## src/rtl/muldiv_seq_if.sv

```systemverilog
// Execute-side handshake and HI/LO access bundle for the multiply/divide sequencer.
interface muldiv_seq_if;
  logic        md_mult_en;
  logic        md_div_en;
  logic        md_is_signed;
  logic [31:0] md_src1;
  logic [31:0] md_src2;
  logic        md_flush;
  logic        hi_we;
  logic        lo_we;
  logic [31:0] hilo_wdata;
  logic        md_busy;
  logic        md_done;
  logic [31:0] md_hi;
  logic [31:0] md_lo;

  modport master (
    output md_mult_en, md_div_en, md_is_signed, md_src1, md_src2, md_flush,
    output hi_we, lo_we, hilo_wdata,
    input  md_busy, md_done, md_hi, md_lo
  );

  modport slave (
    input  md_mult_en, md_div_en, md_is_signed, md_src1, md_src2, md_flush,
    input  hi_we, lo_we, hilo_wdata,
    output md_busy, md_done, md_hi, md_lo
  );
endinterface

```

## src/rtl/muldiv_seq.sv

```systemverilog
// Multi-cycle MULT/MULTU/DIV/DIVU sequencer and owner of HI/LO.
// Shift-add multiply and restoring divide run on operand magnitudes; signs are fixed in FIX.
module muldiv_seq #(
  parameter int MUL_FAST = 0
) (
  input logic         clk,
  input logic         reset,
  muldiv_seq_if.slave md
);
  localparam logic [1:0] ST_IDLE = 2'd0;
  localparam logic [1:0] ST_CALC = 2'd1;
  localparam logic [1:0] ST_FIX  = 2'd2;

  logic [1:0]  state, state_nx;
  logic [4:0]  cnt;
  logic        busy, done;
  logic        op_mul, op_signed;
  logic [31:0] src1, src2;
  logic [63:0] acc;
  logic [31:0] hi, lo;
  logic        start, calc_last, neg;
  logic [31:0] mag1, mag2, in_mag1, in_mag2;
  logic [32:0] mul_sum;
  logic [33:0] div_trial;
  logic [63:0] prod_fix;
  logic [31:0] res_hi, res_lo;

  function automatic logic [31:0] mag32(input logic [31:0] v, input logic sgn);
    return (sgn && v[31]) ? (32'd0 - v) : v;
  endfunction

  assign start     = (state == ST_IDLE) && (md.md_mult_en || md.md_div_en) && !md.md_flush;
  assign calc_last = (cnt == 5'd31) || (op_mul && (MUL_FAST != 0));
  assign in_mag1   = mag32(md.md_src1, md.md_is_signed);
  assign in_mag2   = mag32(md.md_src2, md.md_is_signed);
  assign mag1      = mag32(src1, op_signed);
  assign mag2      = mag32(src2, op_signed);
  // acc is {partial product, multiplier} for multiply and {remainder, quotient} for divide
  assign mul_sum   = {1'b0, acc[63:32]} + (acc[0] ? {1'b0, mag1} : 33'd0);
  assign div_trial = {1'b0, acc[63:32], acc[31]} - {2'b00, mag2};
  assign neg       = op_signed && (src1[31] ^ src2[31]);
  assign prod_fix  = neg ? (64'd0 - acc) : acc;

  // Next-state decode; a flush returns to IDLE from anywhere.
  always_comb begin
    state_nx = ST_IDLE;
    if (md.md_flush) begin
      state_nx = ST_IDLE;
    end else begin
      case (state)
        ST_IDLE: state_nx = start ? ST_CALC : ST_IDLE;
        ST_CALC: state_nx = calc_last ? ST_FIX : ST_CALC;
        ST_FIX:  state_nx = ST_IDLE;
        default: state_nx = ST_IDLE;
      endcase
    end
  end

  // Sign correction and HI/LO mapping of the finished accumulator.
  always_comb begin
    res_hi = prod_fix[63:32];
    res_lo = prod_fix[31:0];
    if (op_mul) begin
      res_hi = prod_fix[63:32];
      res_lo = prod_fix[31:0];
    end else if (src2 == 32'd0) begin
      res_hi = src1;
      res_lo = 32'hFFFF_FFFF;
    end else begin
      res_lo = neg ? (32'd0 - acc[31:0]) : acc[31:0];
      res_hi = (op_signed && src1[31]) ? (32'd0 - acc[63:32]) : acc[63:32];
    end
  end

  // Control state, busy/done flags and iteration counter.
  always_ff @(posedge clk) begin
    if (reset) begin
      state <= ST_IDLE;
      busy  <= 1'b0;
      done  <= 1'b0;
      cnt   <= 5'd0;
    end else begin
      state <= state_nx;
      busy  <= (state_nx != ST_IDLE);
      done  <= (state == ST_FIX) && !md.md_flush;
      cnt   <= (state == ST_CALC) ? (cnt + 5'd1) : 5'd0;
    end
  end

  // Operand capture and one iteration step per CALC cycle.
  always_ff @(posedge clk) begin
    if (reset) begin
      op_mul    <= 1'b0;
      op_signed <= 1'b0;
      src1      <= 32'd0;
      src2      <= 32'd0;
      acc       <= 64'd0;
    end else if (start) begin
      op_mul    <= md.md_mult_en;
      op_signed <= md.md_is_signed;
      src1      <= md.md_src1;
      src2      <= md.md_src2;
      acc       <= {32'd0, (md.md_mult_en ? in_mag2 : in_mag1)};
    end else if (state == ST_CALC) begin
      if (op_mul && (MUL_FAST != 0)) begin
        acc <= {32'd0, mag1} * {32'd0, mag2};
      end else if (op_mul) begin
        acc <= {mul_sum, acc[31:1]};
      end else if (!div_trial[33]) begin
        acc <= {div_trial[31:0], acc[30:0], 1'b1};
      end else begin
        acc <= {acc[62:0], 1'b0};
      end
    end
  end

  // HI/LO: the FIX result write has priority over MTHI/MTLO.
  always_ff @(posedge clk) begin
    if (reset) begin
      hi <= 32'd0;
      lo <= 32'd0;
    end else if ((state == ST_FIX) && !md.md_flush) begin
      hi <= res_hi;
      lo <= res_lo;
    end else begin
      if (md.hi_we) begin
        hi <= md.hilo_wdata;
      end
      if (md.lo_we) begin
        lo <= md.hilo_wdata;
      end
    end
  end

  assign md.md_busy = busy;
  assign md.md_done = done;
  assign md.md_hi   = hi;
  assign md.md_lo   = lo;
endmodule
```

## src/flat_wrapper.sv

```systemverilog
// flat-port wrapper written by rule: the top's interface ports become plain ports
module muldiv_seq_flat 
#(
  parameter int MUL_FAST = 0
)
  (clk, reset, md_md_mult_en, md_md_div_en, md_md_is_signed, md_md_src1, md_md_src2, md_md_flush, md_hi_we, md_lo_we, md_hilo_wdata, md_md_busy, md_md_done, md_md_hi, md_md_lo);
  muldiv_seq_if md_i ();
  input logic clk;
  input logic reset;
  input wire logic [$bits(md_i.md_mult_en)-1:0] md_md_mult_en;
  input wire logic [$bits(md_i.md_div_en)-1:0] md_md_div_en;
  input wire logic [$bits(md_i.md_is_signed)-1:0] md_md_is_signed;
  input wire logic [$bits(md_i.md_src1)-1:0] md_md_src1;
  input wire logic [$bits(md_i.md_src2)-1:0] md_md_src2;
  input wire logic [$bits(md_i.md_flush)-1:0] md_md_flush;
  input wire logic [$bits(md_i.hi_we)-1:0] md_hi_we;
  input wire logic [$bits(md_i.lo_we)-1:0] md_lo_we;
  input wire logic [$bits(md_i.hilo_wdata)-1:0] md_hilo_wdata;
  output wire logic [$bits(md_i.md_busy)-1:0] md_md_busy;
  output wire logic [$bits(md_i.md_done)-1:0] md_md_done;
  output wire logic [$bits(md_i.md_hi)-1:0] md_md_hi;
  output wire logic [$bits(md_i.md_lo)-1:0] md_md_lo;
  assign md_i.md_mult_en = md_md_mult_en;
  assign md_i.md_div_en = md_md_div_en;
  assign md_i.md_is_signed = md_md_is_signed;
  assign md_i.md_src1 = md_md_src1;
  assign md_i.md_src2 = md_md_src2;
  assign md_i.md_flush = md_md_flush;
  assign md_i.hi_we = md_hi_we;
  assign md_i.lo_we = md_lo_we;
  assign md_i.hilo_wdata = md_hilo_wdata;
  assign md_md_busy = md_i.md_busy;
  assign md_md_done = md_i.md_done;
  assign md_md_hi = md_i.md_hi;
  assign md_md_lo = md_i.md_lo;
  muldiv_seq #(.MUL_FAST(MUL_FAST)) u_core (.clk(clk), .reset(reset), .md(md_i));
endmodule
```

## config.mk

```make
export PLATFORM = sky130hd
export DESIGN_NAME = muldiv_seq_flat
export DESIGN_NICKNAME = d
export VERILOG_FILES = /design/src/rtl/muldiv_seq_if.sv /design/src/rtl/muldiv_seq.sv /design/src/flat_wrapper.sv
export SDC_FILE = /design/constraint.sdc
export NUM_CORES = 1
export LEC_CHECK = 0
export BUFFER_PORTS_ARGS = -buffer_cell sky130_fd_sc_hd__clkbuf_2
export CORE_MARGIN = 1
export CORE_UTILIZATION = 50
export DETAILED_ROUTE_END_ITERATION = 10
export PLACE_DENSITY = 0.78
export SLEW_MARGIN = 20
export SYNTH_ARGS = -nofsm -noshare
export SYNTH_HDL_FRONTEND = slang
export SYNTH_SLANG_ARGS = --single-unit
```

## constraint.sdc

```tcl
create_clock -name clk -period 4.3 [get_ports clk]
set_input_delay 1.29 -clock clk [delete_from_list [all_inputs] [get_ports clk]]
set_output_delay 1.29 -clock clk [all_outputs]
set_load 0.02 [all_outputs]
```

==> impl_metrics.env <==
export IMPL_yosysWarningCount=0
export IMPL_core_um2=33800
export IMPL_setup_viol=6
export IMPL_drt_initial_drc_count=2088
export IMPL_final_seq_area_um2=4070
export IMPL_rsz0062_at_grt="yes"
export IMPL_cts_tree="built"
export IMPL_max_freq_mhz=230
export IMPL_layout_nets=2775
export IMPL_io_buffer_count=169
export IMPL_hpwl_um=52200
export IMPL_slew_viol_final=0
export IMPL_maxCapViolCount=0
export IMPL_p_total_mw=7.24
export IMPL_insertedDiodeCount=0
export IMPL_cp_required_ns=4.74
export IMPL_ys_flop_type="dfxtp_1"
export IMPL_final_cell_mix="291 x nand2_1, 275 x a21oi_1, 235 x nor2_1, 200 x dfxtp_1"
export IMPL_fin_tns_setup_ns=-0.102
export IMPL_ant_nets=0
export IMPL_fin_util_pct=61.6
export IMPL_crit_type="reg -> reg"
export IMPL_slew_headroom_pct=32.3
export IMPL_arrival_ns=4.80
export IMPL_synth_cell_type_count=78
export IMPL_htree_levels=1
export IMPL_fillCellCount=3050
export IMPL_seq_area_frac_synth_pct=23.5
export IMPL_postSynth_asyncResetShare_pct=0
export IMPL_chipWidth_um=188
export IMPL_gp_congestion=1.03
export IMPL_syn_area_um2=17300
export IMPL_syn_to_final_growth_pct=20.3
export IMPL_synth_edff_count=0
export IMPL_via_per_inst=6.45
export IMPL_p_per_area_nw_per_um2=348
export IMPL_ioPinCount=170
export IMPL_ctsHoldBuffers=0
export IMPL_grt_remaining_overflow=0
export IMPL_grt_pass1_wl_um=103000
export IMPL_floorplan_initialDensity_pct=51.2
export IMPL_final_common_cell="nand2_1"
export IMPL_grt_pass1_vias=18000
export IMPL_multi_input_area_um2=12900
export IMPL_remaining_drc_errors=0
export IMPL_layout_drive_gt1_share_pct=19.2
export IMPL_post_route_period_util_pct=101
export IMPL_wl_um=68500
export IMPL_cts_sinks=203
export IMPL_clock_path_buffers=3
export IMPL_synthCells=2386
export IMPL_clock_latency_ns=0.57
export IMPL_grt_max_degree=96
export IMPL_syn_nets=2564
export IMPL_status="finished with violations"
export IMPL_crit_fanout=6
export IMPL_leakage_nw=8.52
export IMPL_clock_root_buffer="clkbuf_16"
export IMPL_r2r_start="u_core.src2[0]"
export IMPL_critPathCapture="u_core.acc[33]"
export IMPL_drtPass1Iterations=6
export IMPL_timing_rr_end="u_core.acc[33]"
export IMPL_synth_seq_cells=203
export IMPL_reg2reg_depth=19
export IMPL_die_y_um=188
export IMPL_crit_start="u_core.src2[0]"
export IMPL_end_kind="flip-flop"
export IMPL_startpoint_type="flip-flop"
export IMPL_finalClockSkew_ns=0.0423
export IMPL_period_needed_ns=4.35
export IMPL_num_vias=19700
export IMPL_postSynthAreaPerCell_um2=7.25
export IMPL_dieArea_um2=35400
export IMPL_path_clk_slew_ns=0.06
export IMPL_gr_usage_all_layers_pct=37.0
export IMPL_cts_inserted_buffers=24
export IMPL_fp_row_count=67
export IMPL_tightest_slew_ns=1.01
export IMPL_min_path_type="reg -> reg"
export IMPL_grt_antenna_before_repair=0
export IMPL_reg2reg_slack_ns=-0.05
export IMPL_violations="setup timing"
export IMPL_avgRoutedWirePerCell_um=22.4
export IMPL_peakVddDrop_uv=289
export IMPL_hold_viol=0
export IMPL_finalWorstSetupSlack_ns=-0.0547
## Yosys cell counts (all sizes together) (9+ instances only)
cell type	count	area, µm²
inv	31	116
o21ai	152	764
or4	22	180
nor2	250	951
and3	14	87.6
o31ai	27	203
nand4	9	56.3
dfxtp	203	4060
or3	29	191
a21oi	288	1440
xor2	115	1010
o211ai	25	193
a221oi	45	394
xnor2	115	1010
clkbuf	139	522
o41ai	21	184
nor2b	10	62.6
and2	15	93.8
mux2i	99	991
buf	28	133
nor3b	10	80.1
nand3	47	240
a211oi	85	643
ha	72	901
nor4	29	215
a31oi	28	175
nand2b	25	156
nand2	297	1120
a21o	27	203
nor3	50	260
## kinds of logic after synthesis
family	synth area share, %
AND/OR/NAND/NOR	22.2
buffers and inverters	4.48
XOR/XNOR	11.6
AO/OA/AOI/OAI	26.7
flip-flops	23.5
adder cells (fa/ha/maj)	5.44
multiplexers	6.12
## where the power goes
| part | internal, mW | switching (mW) | leakage [nW] |
|---|---|---|---|
| combinational | 1.20 | 1.69 | 6.46 |
| clock | 1.29 | 0.851 | 0.387 |
| sequential | 2.00 | 0.210 | 1.67 |
## through the flow
step / instance area (µm²) / hold WS [ns] / std cells / worst slack [ns]
2_1_floorplan: 17300 / 0.418 / 2386 / 0.0355
3_3_place_gp: 19400 / 0.428 / 3006 / -0.385
6_report: 20800 / 0.457 / 3058 / -0.0547
4_1_cts: 20400 / 0.457 / 3051 / -0.0126
5_1_grt: 20800 / 0.480 / 3058 / -0.284
3_5_place_dp: 19400 / 0.445 / 3006 / -0.489
## layer usage
| layer | global-route usage [%] | vias up | routed length [µm] |
|---|---|---|---|
| met3 | 7.06 | 185 | 6640 |
| met2 | 57.0 | 1064 | 29900 |
| met4 | 16.5 | 0 | 3410 |
| met1 | 50.0 | 9426 | 28600 |
| met5 | 0 | - | 0 |
| li1 | - | 9060 | - |
## critical path: stages (launching register included)
cell and delay [ns]:
dfxtp_2 0.32, inv_2 0.07, ha_4 0.13, or4b_4 0.45, or4_4 0.53, nor2_4 0.16, nand2_2 0.10, o21ai_2 0.17
xor2_1 0.09, ha_1 0.41, nand4_1 0.23, nor3_4 0.27, nand4_1 0.17, o211ai_4 0.27, buf_12 0.17, buf_12 0.13
nor2_2 0.04, a211oi_2 0.24, a311oi_2 0.07, a211oi_2 0.24
## registers in the layout, summed over array words and instances (netlist names), 2 cells and up
signal,cells
u_core.src2,32
u_core.md.md_lo,32
u_core.cnt,5
u_core.md.md_hi,32
u_core.state,2
u_core.src1,32
u_core.acc,64
## what timing repair did
item                                    CTS  global route
pin swaps                                 6            49
cloned                                    2             4
resized for setup                        19           102
buffers inserted                          4             7
endpoints found under the setup margin   21            33
## worst min path at each step
stage | start | end | slack (ns) | depth (start not counted)
final | u_core.cnt[0] | u_core.cnt[0] | 0.46 | 1
after global routing | u_core.cnt[0] | u_core.cnt[0] | 0.48 | 1
after CTS | u_core.cnt[0] | u_core.cnt[0] | 0.46 | 1
after detailed placement | u_core.cnt[0] | u_core.cnt[0] | 0.44 | 1
after global placement | u_core.cnt[0] | u_core.cnt[0] | 0.43 | 1
after floorplan | u_core.cnt[0] | u_core.cnt[0] | 0.42 | 1
## final cells by class
class	instances	area share (%)
multi-input cells	1984	61.9
flip-flops and latches	203	19.6
repair buffers	352	11.4
clock buffers	32	3.08
well taps	448	2.69
clock inverters	7	0.805
inverters	32	0.577
(Power assumes the default switching activity.)
